<file path="src/rtl/nibble_serial_add_ctrl_pkg.sv">
// Shared types for the nibble-serial adder controller: FSM states, slice width
// and the full-adder cell the 4-bit slice is built from.
package nibble_serial_add_ctrl_pkg;

    localparam int NIBBLE_W = 4;

    typedef enum logic [1:0] {
        IDLE = 2'd0,
        RUN  = 2'd1,
        DONE = 2'd2
    } state_t;

    // Returns {carry_out, sum_bit}.
    function automatic logic [1:0] full_add(input logic x, input logic y, input logic ci);
        return {(x & y) | (ci & (x ^ y)), x ^ y ^ ci};
    endfunction

endpackage

</file>
<file path="src/rtl/nibble_serial_add_ctrl_adder.sv">
// nibble_adder_cin: 4-bit ripple-carry adder slice with carry-in and carry-out,
// chained from single-bit full-adder cells.
module nibble_adder_cin
    import nibble_serial_add_ctrl_pkg::*;
(
    input  logic [NIBBLE_W-1:0] x,
    input  logic [NIBBLE_W-1:0] y,
    input  logic                cin,
    output logic [NIBBLE_W-1:0] s,
    output logic                cout
);

    logic [1:0] fa;
    logic       carry;

    always_comb begin
        s     = '0;
        fa    = '0;
        carry = cin;
        for (int k = 0; k < NIBBLE_W; k++) begin
            fa    = full_add(x[k], y[k], carry);
            s[k]  = fa[0];
            carry = fa[1];
        end
        cout = carry;
    end

endmodule

</file>
<file path="src/rtl/nibble_serial_add_ctrl.sv">
// Nibble-serial add (optionally subtract, NIBBLE_SUB_EN) controller driving a
// single shared 4-bit adder slice, LSB nibble first, with a registered carry.
module nibble_serial_add_ctrl
    import nibble_serial_add_ctrl_pkg::*;
#(
    parameter  int NIBBLES = 4,
    localparam int W       = NIBBLE_W * NIBBLES,
    localparam int IDX_W   = (NIBBLES > 1) ? $clog2(NIBBLES) : 1
) (
    input  logic                clk,
    input  logic                rst,
    input  logic                start,
    input  logic [W-1:0]        a,
    input  logic [W-1:0]        b,
`ifdef NIBBLE_SUB_EN
    input  logic                sub,
`endif
    output logic                busy,
    output logic                done,
    output logic [W:0]          sum,
    output logic                nib_valid,
    output logic [NIBBLE_W-1:0] nib_out,
    output logic [IDX_W-1:0]    nib_idx
);

    localparam logic [IDX_W-1:0] LAST = IDX_W'(NIBBLES - 1);

    state_t              state, state_d;
    logic [W-1:0]        a_q, b_q;
    logic                carry_q;
    logic [IDX_W-1:0]    cnt;
    logic                fin;
    logic                sub_in, sub_q;
    logic [NIBBLE_W-1:0] a_nib, b_nib, b_eff, slice_s;
    logic                slice_c;

`ifdef NIBBLE_SUB_EN
    assign sub_in = sub;

    always_ff @(posedge clk) begin
        if (rst)
            sub_q <= 1'b0;
        else if (state == IDLE && start)
            sub_q <= sub;
    end
`else
    assign sub_in = 1'b0;
    assign sub_q  = 1'b0;
`endif

    assign a_nib = a_q[NIBBLE_W*int'(cnt) +: NIBBLE_W];
    assign b_nib = b_q[NIBBLE_W*int'(cnt) +: NIBBLE_W];
    // Subtract is a + ~b + 1: the +1 comes from the carry seeded at accept.
    assign b_eff = b_nib ^ {NIBBLE_W{sub_q}};

    nibble_adder_cin u_slice (
        .x    (a_nib),
        .y    (b_eff),
        .cin  (carry_q),
        .s    (slice_s),
        .cout (slice_c)
    );

    always_comb begin
        state_d = state;
        case (state)
            IDLE:    if (start) state_d = RUN;
            RUN:     if (fin) state_d = DONE;
            DONE:    state_d = IDLE;
            default: state_d = IDLE;
        endcase
    end

    assign busy = (state != IDLE);
    assign done = (state == DONE);

    // fin marks the extra RUN cycle that commits the final carry into sum[W].
    always_ff @(posedge clk) begin
        if (rst) begin
            state     <= IDLE;
            a_q       <= '0;
            b_q       <= '0;
            carry_q   <= 1'b0;
            cnt       <= '0;
            fin       <= 1'b0;
            sum       <= '0;
            nib_valid <= 1'b0;
            nib_out   <= '0;
            nib_idx   <= '0;
        end else begin
            state     <= state_d;
            nib_valid <= 1'b0;
            case (state)
                IDLE: begin
                    if (start) begin
                        a_q     <= a;
                        b_q     <= b;
                        carry_q <= sub_in;
                        cnt     <= '0;
                        fin     <= 1'b0;
                        sum     <= '0;
                    end
                end
                RUN: begin
                    if (fin) begin
                        sum[W] <= carry_q;
                        fin    <= 1'b0;
                    end else begin
                        sum[NIBBLE_W*int'(cnt) +: NIBBLE_W] <= slice_s;
                        carry_q   <= slice_c;
                        nib_valid <= 1'b1;
                        nib_out   <= slice_s;
                        nib_idx   <= cnt;
                        if (cnt == LAST)
                            fin <= 1'b1;
                        else
                            cnt <= cnt + 1'b1;
                    end
                end
                default: ;
            endcase
        end
    end

endmodule

</file>
<file path="config.mk">
export PLATFORM = sky130hd
export DESIGN_NAME = nibble_serial_add_ctrl
export DESIGN_NICKNAME = d
export VERILOG_FILES = /design/src/rtl/nibble_serial_add_ctrl_pkg.sv /design/src/rtl/nibble_serial_add_ctrl_adder.sv /design/src/rtl/nibble_serial_add_ctrl.sv
export SDC_FILE = /design/constraint.sdc
export NUM_CORES = 1
export LEC_CHECK = 0
export BUFFER_PORTS_ARGS = -buffer_cell sky130_fd_sc_hd__buf_2
export CORE_ASPECT_RATIO = 0.9
export CORE_UTILIZATION = 30
export CTS_CLUSTER_SIZE = 40
export DETAILED_ROUTE_END_ITERATION = 8
export PLACE_DENSITY_LB_ADDON = 0.2
export SYNTH_ARGS = -nofsm -noshare
export SYNTH_HDL_FRONTEND = slang
export SYNTH_SLANG_ARGS = --single-unit
export TNS_END_PERCENT = 50
</file>
<file path="constraint.sdc">
create_clock -name clk -period 3.9 [get_ports clk]
set_input_delay 0.585 -clock clk [delete_from_list [all_inputs] [get_ports clk]]
set_output_delay 0.585 -clock clk [all_outputs]
set_load 0.1 [all_outputs]
</file>
Word level (Yosys, flattened, before mapping)
Index checks and enable logic that the tools add are counted.
Word-level totals
  register bits after elaboration: 62
  input port bits: 35
  logic and storage cells: 75
Cells by class
  add/sub/neg operators: 2
  eq/ne operators: 7
  shift operators: 4
  muxes and demuxes: 19
  bitwise operators: 22
  reductions and logical operators: 10
Operator list (number)
  one-hot mux 17 bit (2 select lines): 1
  negator 4 -> 33 bit: 1
  variable shift 4 x 33 -> 17 bit, first input constant: 1
  indexed part select 4 x 33 -> 17 bit: 1
  indexed part select 16 x 5 -> 4 bit: 2
  bitwise mux 17 bit: 1
  2-to-1 mux 17 bit: 1
  2-to-1 mux 16 bit: 1
  2-to-1 mux 2 bit: 5
  AND 1 bit: 8
  != test 2 bit, second input constant: 4
  one-hot mux 2 bit (2 select lines): 2
  AND reduction 2 bit: 4
  XOR 1 bit: 8
  2-to-1 mux 1 bit: 6
  == test 2 bit, second input constant: 2
  OR 1 bit: 4
  one-hot mux 1 bit (2 select lines): 2
  AND reduction 4 bit: 1
  nonzero test 2 bit: 2
  AND reduction 3 bit: 1
  adder 2 x 1 -> 2 bit, second input constant: 1
  == test 2 x 1 -> 1 bit, second input constant: 1
  zero test 2 bit: 1
  2 further kinds: 3

Depth between registers and ports, before layout
Gate-level depths: netlist (run 1).
  word-level depth: 13
  gate-level depth with buffers: 12
  depth with buffers taken out: 11

Hierarchy
Synthesis (run 1) repeated with hierarchy kept, for this count alone.
Unflattened totals
  cells, all modules: 335
  area, all modules: 2991.6 um2
Modules (own cells, without submodules)
  nibble_serial_add_ctrl: instances 1, cells an instance 321, area each 2874.0 um2, sequential area each 1241.2 um2
  nibble_adder_cin: instances 1, cells an instance 14, area each 117.6 um2, sequential area each 0.0 um2

Least setup slack after synthesis (run 1)
No wires, ideal clock.
  kind: register to register
  start point: register cnt[1]
  end point: register sum[3]
  setup time: 72 ps
  arrival: 2758 ps
  slack: 1070 ps
  stages on the path, launching flop included: 12
  buffers on the path: 1
  clock period less this slack: 2830 ps
  cells stage by stage: dfxtp_1 -> clkbuf_1 -> mux4_2 -> inv_1 -> fa_1 -> fa_1 -> inv_1 -> fa_1 -> inv_1 -> fa_1 -> nand3b_1 -> mux2i_1
On the way
  cells in the longest elaborated chain, start to end: 13
  elaborated cells between the ends (all ways): 25
Ends and longest elaborated chain
  start: declaration: line nibble_serial_add_ctrl.sv:31  | logic [IDX_W-1:0] cnt;
  start signal: assignment: line nibble_serial_add_ctrl.sv:117  | cnt <= cnt + 1'b1;
  indexed part select 16 x 5 -> 4 bit, on equally long branches: line nibble_serial_add_ctrl.sv:51, nibble_serial_add_ctrl.sv:52
  XOR 1 bit: line nibble_serial_add_ctrl_pkg.sv:15  | return {(x & y) | (ci & (x ^ y)), x ^ y ^ ci};
  AND 1 bit: line nibble_serial_add_ctrl_pkg.sv:15
  OR 1 bit: line nibble_serial_add_ctrl_pkg.sv:15
  AND 1 bit: line nibble_serial_add_ctrl_pkg.sv:15
  OR 1 bit: line nibble_serial_add_ctrl_pkg.sv:15
  AND 1 bit: line nibble_serial_add_ctrl_pkg.sv:15
  OR 1 bit: line nibble_serial_add_ctrl_pkg.sv:15
  XOR 1 bit: line nibble_serial_add_ctrl_pkg.sv:15
  indexed part select 4 x 33 -> 17 bit: line nibble_serial_add_ctrl.sv:109  | sum[NIBBLE_W*int'(cnt) +: NIBBLE_W] <= slice_s;
  bitwise mux 17 bit (*): line nibble_serial_add_ctrl.sv:109
  2-to-1 mux 16 bit (*): line nibble_serial_add_ctrl.sv:105  | if (fin) begin
  one-hot mux 17 bit (2 select lines) (*): line nibble_serial_add_ctrl.sv:93  | case (state)
  end signal: indexed assignment: line nibble_serial_add_ctrl.sv:106  | sum[W] <= carry_q;
  end signal: indexed assignment: line nibble_serial_add_ctrl.sv:109
  end: declaration: line nibble_serial_add_ctrl.sv:20  | output logic [W:0] sum,
Every way passes the cells marked *; elsewhere a longest branch is shown, timed or not. The select of a mux whose other input is x is not followed.
A chain may end at the register's enable or synchronous reset.

Worst setup path in the final report (run 1)
  start point: register cnt[0]
  end point: register sum[7]
Same word-level chain as after synthesis.

==> results_dict.tcl, run 1 <==
set metrics [dict create \
    path_max_fanout 15 \
    layout_common_cells "nand2_1 (72), dfxtp_1 (62), buf_2 (60)" \
    fin_crit_sh 0.785 \
    routed_wl_um 6880 \
    crit_chain "buf_4, mux4_2, inv_1, fa_1, inv_1, fa_1, inv_1, fa_1, nand4b_1, mux2i_1" \
    crit_arrival_ns 3.33 \
    cts_buffers 9 \
    startpoint_type "register" \
    layout-drive-gt1-share 0.248 \
    io_pins 61 \
    fin_util 0.380 \
    hold_viol 0 \
    register_area_um2 1240 \
    path_class "register to register" \
    fmax_mhz 327 \
    multiInputGateArea_um2 1520 \
    slowest_delay_ns 0.53 \
    antenna_cells 0 \
    power_mw 1.62 \
    grt_pass1_wl_um 11400 \
    core-area_um2 9290 \
    grt_pass1_vias 2280 \
    power_density_nw_per_um2 460 \
    syn_area_um2 2920 \
    via_per_inst 4.67 \
    max_cap_violations 0 \
    path_clk_slew_ns 0.07 \
    dp_hpwl_um 4850 \
    maxSlewViolCount 0 \
    drtIter0Drc 105 \
    layout.cells.most_common "nand2_1" \
    cts_hold_buf 0 \
    worstPathRequired_ns 4.17 \
    wl_per_cell_um 13.7 \
    nFillCells 987 \
    fin_skew_ns 0.00906 \
    status "finished clean" \
    drc 0 \
    syn_nets 368 \
    io_buffer_count 60 \
    cp_slowest_cell "dfxtp_1" \
    firstDrtPassIters 5 \
    die_area_um2 10100 \
    grt_use_total 0.147 \
    grt_max_degree 63 \
    die_h_um 95.6 \
    ant_nets 0 \
    endpoint_kind "register" \
    h-tree-depth 3 \
    vias 2342 \
    synth.distinct_cells 41 \
    grt-ovfl-total 0 \
    finalCriticalPeriod_ns 3.06 \
    ys_ff_latch 62 \
    worst_pin_slew_ns 1.13 \
    postCtsSetupBuffers 0 \
    slew_headroom 0.248 \
    start_util 0.314 \
    yosysWarnings 0 \
    rsz0062_at_grt "no" \
    fin_area_um2 3530 \
    clk_latency_ns 0.35 \
    cts_resized 0 \
    die_x_um 106 \
    root_buffer "clkbuf_8" \
    cts_buffer_depth 2 \
    avgSynthCellArea_um2 9.01 \
    gp_routability_congestion 0.753 \
    syn2layout_area_growth_pct 20.9 \
    finalNetCount 418 \
    vdd_drop_max_uv 185 \
    worst_hold_path_type "register to register" \
    antenna_found_initial 0 \
    netlist_instances 324 \
    cts.sinks 62 \
    row_count 33 \
    cts_tree "done" \
    power_leakage_nw 1.43 \
    placed_cell_area_um2 3280 \
    setup_viol 0 \
    ys_seq_area_frac 0.425 \
    tns_ns 0 \
]
## synth_stat cells
master,count,area [um^2]
a2111oi_0,1,8.76
a211oi_1,5,37.5
a21o_1,4,30.0
a21oi_1,38,190
a22oi_1,1,7.51
and2_1,2,12.5
and4bb_2,1,12.5
buf_1,1,3.75
buf_2,6,30.0
buf_4,1,7.51
buf_6,2,22.5
clkbuf_1,14,52.6
dfxtp_1,62,1240
fa_1,4,80.1
ha_1,5,62.6
inv_1,13,48.8
mux2i_1,16,160
mux4_2,8,180
nand2_1,72,270
nand2b_1,17,106
nand3_1,4,20.0
nand3b_1,10,75.1
nand4_1,2,12.5
nand4b_1,4,35.0
nor2_1,8,30.0
nor2b_1,5,31.3
nor3_1,1,5.00
nor3b_1,1,7.51
nor3b_2,2,25.0
nor4b_1,1,8.76
nor4bb_1,1,10.0
o211ai_1,2,15.0
o21ai_0,1,5.00
o21ba_2,1,10.0
o21bai_1,1,7.51
o221ai_1,1,8.76
or2_2,1,6.26
or3_1,2,12.5
or3b_1,1,8.76
or3b_2,1,8.76
or4b_2,1,10.0
## cell type report
type | count | share of cell area
multi-input cells | 225 | 0.430
repair buffers | 63 | 0.0915
flip-flops and latches | 62 | 0.352
well taps | 122 | 0.0433
inverters | 13 | 0.0138
clock inverters | 7 | 0.0344
clock buffers | 9 | 0.0351
## metal layers
layer | wire (um) | track usage | up-vias
met4 | 112 | 0.0694 | 0
met1 | 3480 | 0.195 | 1077
met5 | 0 | 0 | -
met2 | 2940 | 0.226 | 58
li1 | - | - | 1198
met3 | 347 | 0.0369 | 9
## registers in the layout, summed over array words and instances, names as in the netlist
signal and flops:
a_q 16, b_q 16, carry_q 1, cnt 2, fin 1, nib_idx 2
nib_out 4, nib_valid 1, state 2, sum 17
## worst max-delay path: cells and delay by family, from the launching register on
family | cells | cell delay, ns
adders and majority gates | 3 | 1.01
muxes | 2 | 0.69
DFF | 1 | 0.53
buffers and inverters | 4 | 0.52
and+or+nand+nor | 1 | 0.23
## power by group
group | switching (mW) | internal, mW | total [mW]
Clock | 0.264 | 0.426 | 0.691
Sequential | 0.0234 | 0.662 | 0.685
Combinational | 0.158 | 0.0871 | 0.246
## kinds of logic after synthesis
logic type	after synthesis	synth area share
and+or+nand+nor	137	0.243
adders and majority gates	9	0.0489
muxes	24	0.117
buffers and inverters	37	0.0566
DFF	62	0.425
AOI/OAI and AO/OA	55	0.110
## through the flow
stage,cells,setup slack (ns),hold WS [ns]
6_report,501,0.838,0.454
3_3_place_gp,485,0.942,0.446
4_1_cts,501,0.826,0.444
5_1_grt,501,0.568,0.459
3_5_place_dp,485,0.852,0.447
2_1_floorplan,324,1.07,0.433
## worst paths after layout
| path | from | endpoint | slack (ns) | cells past startpoint |
|---|---|---|---|---|
| worst max register to register | cnt[0] | sum[7] | 0.84 | 10 |
| worst min register to register | nib_idx[1] | nib_idx[1] | 0.45 | 2 |
| worst min-delay path | nib_idx[1] | nib_idx[1] | 0.45 | 2 |
| worst max-delay path | cnt[0] | sum[7] | 0.84 | 10 |
Power figures use the tool's default switching activity.
==> inputs of run 2 (changes only) <==
==> constraint.sdc (replaced) <==
create_clock -name clk -period 2.97 [get_ports clk]
set_input_delay 0.4455 -clock clk [delete_from_list [all_inputs] [get_ports clk]]
set_output_delay 0.4455 -clock clk [all_outputs]
set_load 0.1 [all_outputs]
==> results_dict.tcl, run 2 (synthesis results as in run 1) <==
set metrics [dict create \
    path_max_fanout 5 \
    grt_pass1_wl_um 11700 \
    fmax_mhz 367 \
    row_count 33 \
    status "finished clean" \
    antenna_found_initial 0 \
    core-area_um2 9290 \
    maxSlewViolCount 0 \
    grt_use_total 0.150 \
    worst_hold_path_type "input pin to register" \
    power_density_nw_per_um2 582 \
    startpoint_type "register" \
    cts_buffer_depth 2 \
    grt_util_met3 0.0437 \
    cpMostUsedCell "fa_1" \
    setup_viol 0 \
    switchingPower_uw 578 \
    io_pins 61 \
    crit_chain "mux4_2, inv_1, fa_1, fa_1, inv_1, fa_1, inv_1, fa_1, nor2_1, nand3_1, mux2i_1" \
    final_cells 504 \
    syn2layout_area_growth_pct 21.0 \
    antenna_cells 0 \
    vias 2351 \
    layout.cells.most_common "nand2_1" \
    fin_skew_ns 0.00593 \
    grt-ovfl-total 0 \
    h-tree-depth 3 \
    internal_power_mw 1.48 \
    switching_share 0.281 \
    grt_use_met1 0.195 \
    clk_latency_ns 0.35 \
    nFillCells 991 \
    die_area_um2 10100 \
    worstPathRequired_ns 3.25 \
    slew_headroom 0.481 \
    dp_cells 488 \
    hold_viol 0 \
    cp_slowest_cell "fa_1" \
    endpoint_kind "register" \
    slowest_delay_ns 0.53 \
    die_h_um 95.6 \
    dp_hpwl_um 4800 \
    power_leakage_nw 1.44 \
    drc 0 \
    via_per_inst 4.66 \
    comb_power_share 0.159 \
    gp_routability_congestion 0.747 \
    sequentialPowerShare 0.437 \
    grt_pass1_vias 2388 \
    io_buffer_count 60 \
    cts_tree "done" \
    largest_register "sum" \
    firstDrtPassIters 4 \
    root_buffer "clkbuf_8" \
    rsz0062_at_grt "no" \
    largest_reg_flops 17 \
    largestRegisters "sum x17, a_q x16, b_q x16" \
    crit_arrival_ns 3.00 \
    power_mw 2.06 \
    cts_buffers 9 \
    routed_wl_um 6860 \
    finalNetCount 421 \
    ant_nets 0 \
    start_util 0.314 \
    holdWs_ns 0.329 \
    use_met2 0.235 \
    r2r_slack_ns 0.25 \
    cts.sinks 62 \
    worst_pin_slew_ns 0.768 \
    layout_common_cells "nand2_1 (72), dfxtp_1 (60), buf_2 (60)" \
    wl_per_cell_um 13.6 \
    path_clk_slew_ns 0.07 \
    grt.busiest_layer "met2" \
    fin_crit_sh 0.917 \
    die_x_um 106 \
    layout-drive-gt1-share 0.259 \
    vdd_drop_max_uv 275 \
    drtIter0Drc 93 \
    power_frac_clock 0.404 \
    grt_max_degree 37 \
    path_class "register to register" \
    finalCriticalPeriod_ns 2.72 \
    max_cap_violations 0 \
    tns_ns 0 \
]
-- run 2: cell types whose count changed in the layout (fill, tap and decap cells not counted), sizes merged --
cell / delta
buf: +3
clkinv: +2
bufinv: -1
clkbuf: +1
clkinvlp: -1
inv: -1
-- run 2: area by class of cell --
class                      count  area [um^2]  share of cell area
clock buffer                  10          138              0.0390
clock inverter                 6         85.1              0.0241
multi-input combinational    225         1520               0.430
tap                          122          153              0.0432
timing repair buffer          66          345              0.0978
sequential                    62         1240               0.352
inverter                      13         48.8              0.0138
-- run 2: metrics by stage --
step	worst slack, ns	util	instance area (um^2)
after floorplan	0.140	-	2920
after global placement	0.188	0.356	3310
after detailed placement	0.127	0.356	3310
after CTS	0.106	0.380	3530
after global routing	0.0434	0.380	3530
final	0.246	0.380	3530
-- run 2: metal layers --
layer	part of all wire	wire, um
met1	0.49	3360
met5	0	0
met3	0.058	395
met2	0.44	3010
met4	0.013	91
-- run 2: power by group through the flow --
stage               registers (mW)  clock network (mW)  logic [mW]
floorplan                    0.964                   0       0.195
global placement             0.918                   0       0.327
detailed placement           0.918                   0       0.330
CTS                          0.899               0.853       0.331
global route                 0.904               0.895       0.360
finish                       0.899               0.830       0.328
-- run 2: critical path: cells and delay by family (launching register included) --
kind                       cells  cell delay [ns]
and+or+nand+nor                2             0.22
DFF                            1             0.36
adders and majority gates      4             1.44
muxes                          2             0.46
buffers and inverters          3             0.17
-- run 2: repair_timing --
action / in CTS / in global routing
setup buffers: 0 / 0
endpoints found under the setup margin: 0 / 4
hold buffers: 0 / 0
resized for setup: 0 / 2
-- run 2: worst paths after layout --
kind / from / to / cells after the start
hold / removal: a[1] / a_q[1] / 3
setup / recovery: cnt[0] / sum[11] / 11
setup reg to reg: cnt[0] / sum[11] / 11
hold reg to reg: nib_out[2] / nib_out[2] / 2
==> inputs of run 3 (changes only) <==
--- a/config.mk
+++ b/config.mk
@@ -10,8 +10,10 @@
 export CORE_UTILIZATION = 30
 export CTS_CLUSTER_SIZE = 40
 export DETAILED_ROUTE_END_ITERATION = 8
+export MAX_ROUTING_LAYER = met4
 export PLACE_DENSITY_LB_ADDON = 0.2
+export RECOVER_POWER = 50
 export SYNTH_ARGS = -nofsm -noshare
 export SYNTH_HDL_FRONTEND = slang
 export SYNTH_SLANG_ARGS = --single-unit
-export TNS_END_PERCENT = 50
+export TNS_END_PERCENT = 20
==> results_dict.tcl, run 3 (synthesis results as in run 1) <==
set metrics [dict create \
    crit_arrival_ns 3.00 \
    hold_viol 0 \
    ant_nets 0 \
    fin_crit_sh 0.917 \
    antenna_cells 0 \
    min_to "a_q[1]" \
    violations "capacitance limit, slew limit" \
    internal_power_mw 1.47 \
    h-tree-depth 3 \
    slowest_delay_ns 0.52 \
    r2r_slack_ns 0.25 \
    worst_r2r_endpoint "sum[11]" \
    syn2layout_area_growth_pct 19.4 \
    cts_buffer_depth 2 \
    maxSlewViolCount 17 \
    wl_per_cell_um 13.6 \
    cpMostUsedCell "fa_1" \
    sequentialPowerShare 0.438 \
    via_per_inst 4.68 \
    clk_latency_ns 0.35 \
    vias 2359 \
    slew_headroom -0.116 \
    root_buffer "clkbuf_8" \
    io_buffer_count 60 \
    largestRegisters "sum x17, a_q x16, b_q x16" \
    switching_share 0.281 \
    path_buf_inv 3 \
    drtIter0Drc 59 \
    crit_path_start "cnt[0]" \
    endpoint_kind "register" \
    finalNetCount 421 \
    power_leakage_nw 1.33 \
    path_class "register to register" \
    placed_cell_area_um2 3310 \
    max_cap_violations 1 \
    cts.sinks 62 \
    fin_area_um2 3480 \
    grt_pass1_wl_um 11700 \
    gp_routability_congestion 0.757 \
    holdPathStages 3 \
    comb_power_share 0.158 \
    drc 0 \
    path_clk_slew_ns 0.07 \
    crit_chain "mux4_2, inv_1, fa_1, fa_1, inv_1, fa_1, inv_1, fa_1, nor2_1, nand3_1, mux2i_1" \
    worst_hold_path_type "input pin to register" \
    vdd_drop_max_uv 274 \
    antenna_found_initial 0 \
    switchingPower_uw 576 \
    status "finished with violations" \
    cts_tree "done" \
    layout-drive-gt1-share 0.191 \
    routed_wl_um 6870 \
    grt_max_degree 37 \
    core-area_um2 9290 \
    cts_buffers 9 \
    power_frac_clock 0.404 \
    largest_register "sum" \
    largest_reg_flops 17 \
    grt_pass1_vias 2381 \
    rsz0062_at_grt "no" \
    finalCriticalPeriod_ns 2.72 \
    row_count 33 \
    die_area_um2 10100 \
    min_from "a[1]" \
    reg2reg_depth 11 \
    layout_common_cells "nand2_1 (72), dfxtp_1 (60), a21oi_1 (38)" \
    r2r_start "cnt[0]" \
    firstDrtPassIters 4 \
    grt-ovfl-total 0 \
    die_h_um 95.6 \
    setup_viol 0 \
    fmax_mhz 367 \
    worstPathRequired_ns 3.25 \
    start_util 0.314 \
    critPathTopFamily "adder cells" \
    die_x_um 106 \
    tns_ns 0 \
    startpoint_type "register" \
    path_max_fanout 5 \
    cp_slowest_cell "fa_1" \
    worst_pin_slew_ns 1.67 \
    power_mw 2.05 \
    dp_hpwl_um 4800 \
    fin_skew_ns 0.00748 \
    power_density_nw_per_um2 589 \
    io_pins 61 \
    layout.cells.most_common "nand2_1" \
    grt_use_total 0.155 \
]
[run 3: power by group through the flow]
stage | Clock [mW] | Sequential, mW | Combinational, mW
6_report | 0.829 | 0.899 | 0.323
5_1_grt | 0.895 | 0.904 | 0.356
4_1_cts | 0.853 | 0.899 | 0.331
3_5_place_dp | 0 | 0.918 | 0.330
3_3_place_gp | 0 | 0.918 | 0.327
2_1_floorplan | 0 | 0.964 | 0.195
[run 3: worst max-delay path by stage]
stage,to,slack (ns),cells past startpoint
final,sum[11],0.25,11
after detailed placement,sum[7],0.13,10
after floorplan,sum[3],0.14,11
after CTS,sum[11],0.11,11
after global routing,sum[11],0.04,11
after global placement,sum[3],0.19,10
[run 3: worst min-delay path, stage by stage]
cell and delay [ns]:
buf_2 0.09, nand2_1 0.04, a21oi_1 0.05
[run 3: routing by layer]
layer	routed length, um	GRT usage
met5	0	-
met3	393	0.0431
met2	2970	0.235
met1	3380	0.196
met4	127	0.0613
[run 3: timing repair]
| action | in CTS | in global routing |
|---|---|---|
| endpoints found under the setup margin | 0 | 4 |
| hold buffers | 0 | 0 |
| gates resized for setup | 0 | 2 |
| hold endpoints to repair | 0 | 0 |
| buffers inserted | 0 | 0 |
[run 3: final cells by class]
class	instances	area, um^2
fillers	1008	5810
multi-input cells	225	1500
flip-flops and latches	62	1240
repair buffers	66	315
well taps	122	153
clock buffers	10	138
clock inverters	6	85.1
inverters	13	48.8
[run 3: metrics by stage]
step / setup slack (ns) / hold slack, ns / util / instances
after floorplan: 0.140 / 0.433 / - / 324
after global placement: 0.188 / 0.447 / 0.356 / 488
after detailed placement: 0.127 / 0.449 / 0.356 / 488
after CTS: 0.106 / 0.314 / 0.380 / 504
after global routing: 0.0434 / 0.317 / 0.375 / 504
final: 0.245 / 0.326 / 0.375 / 504
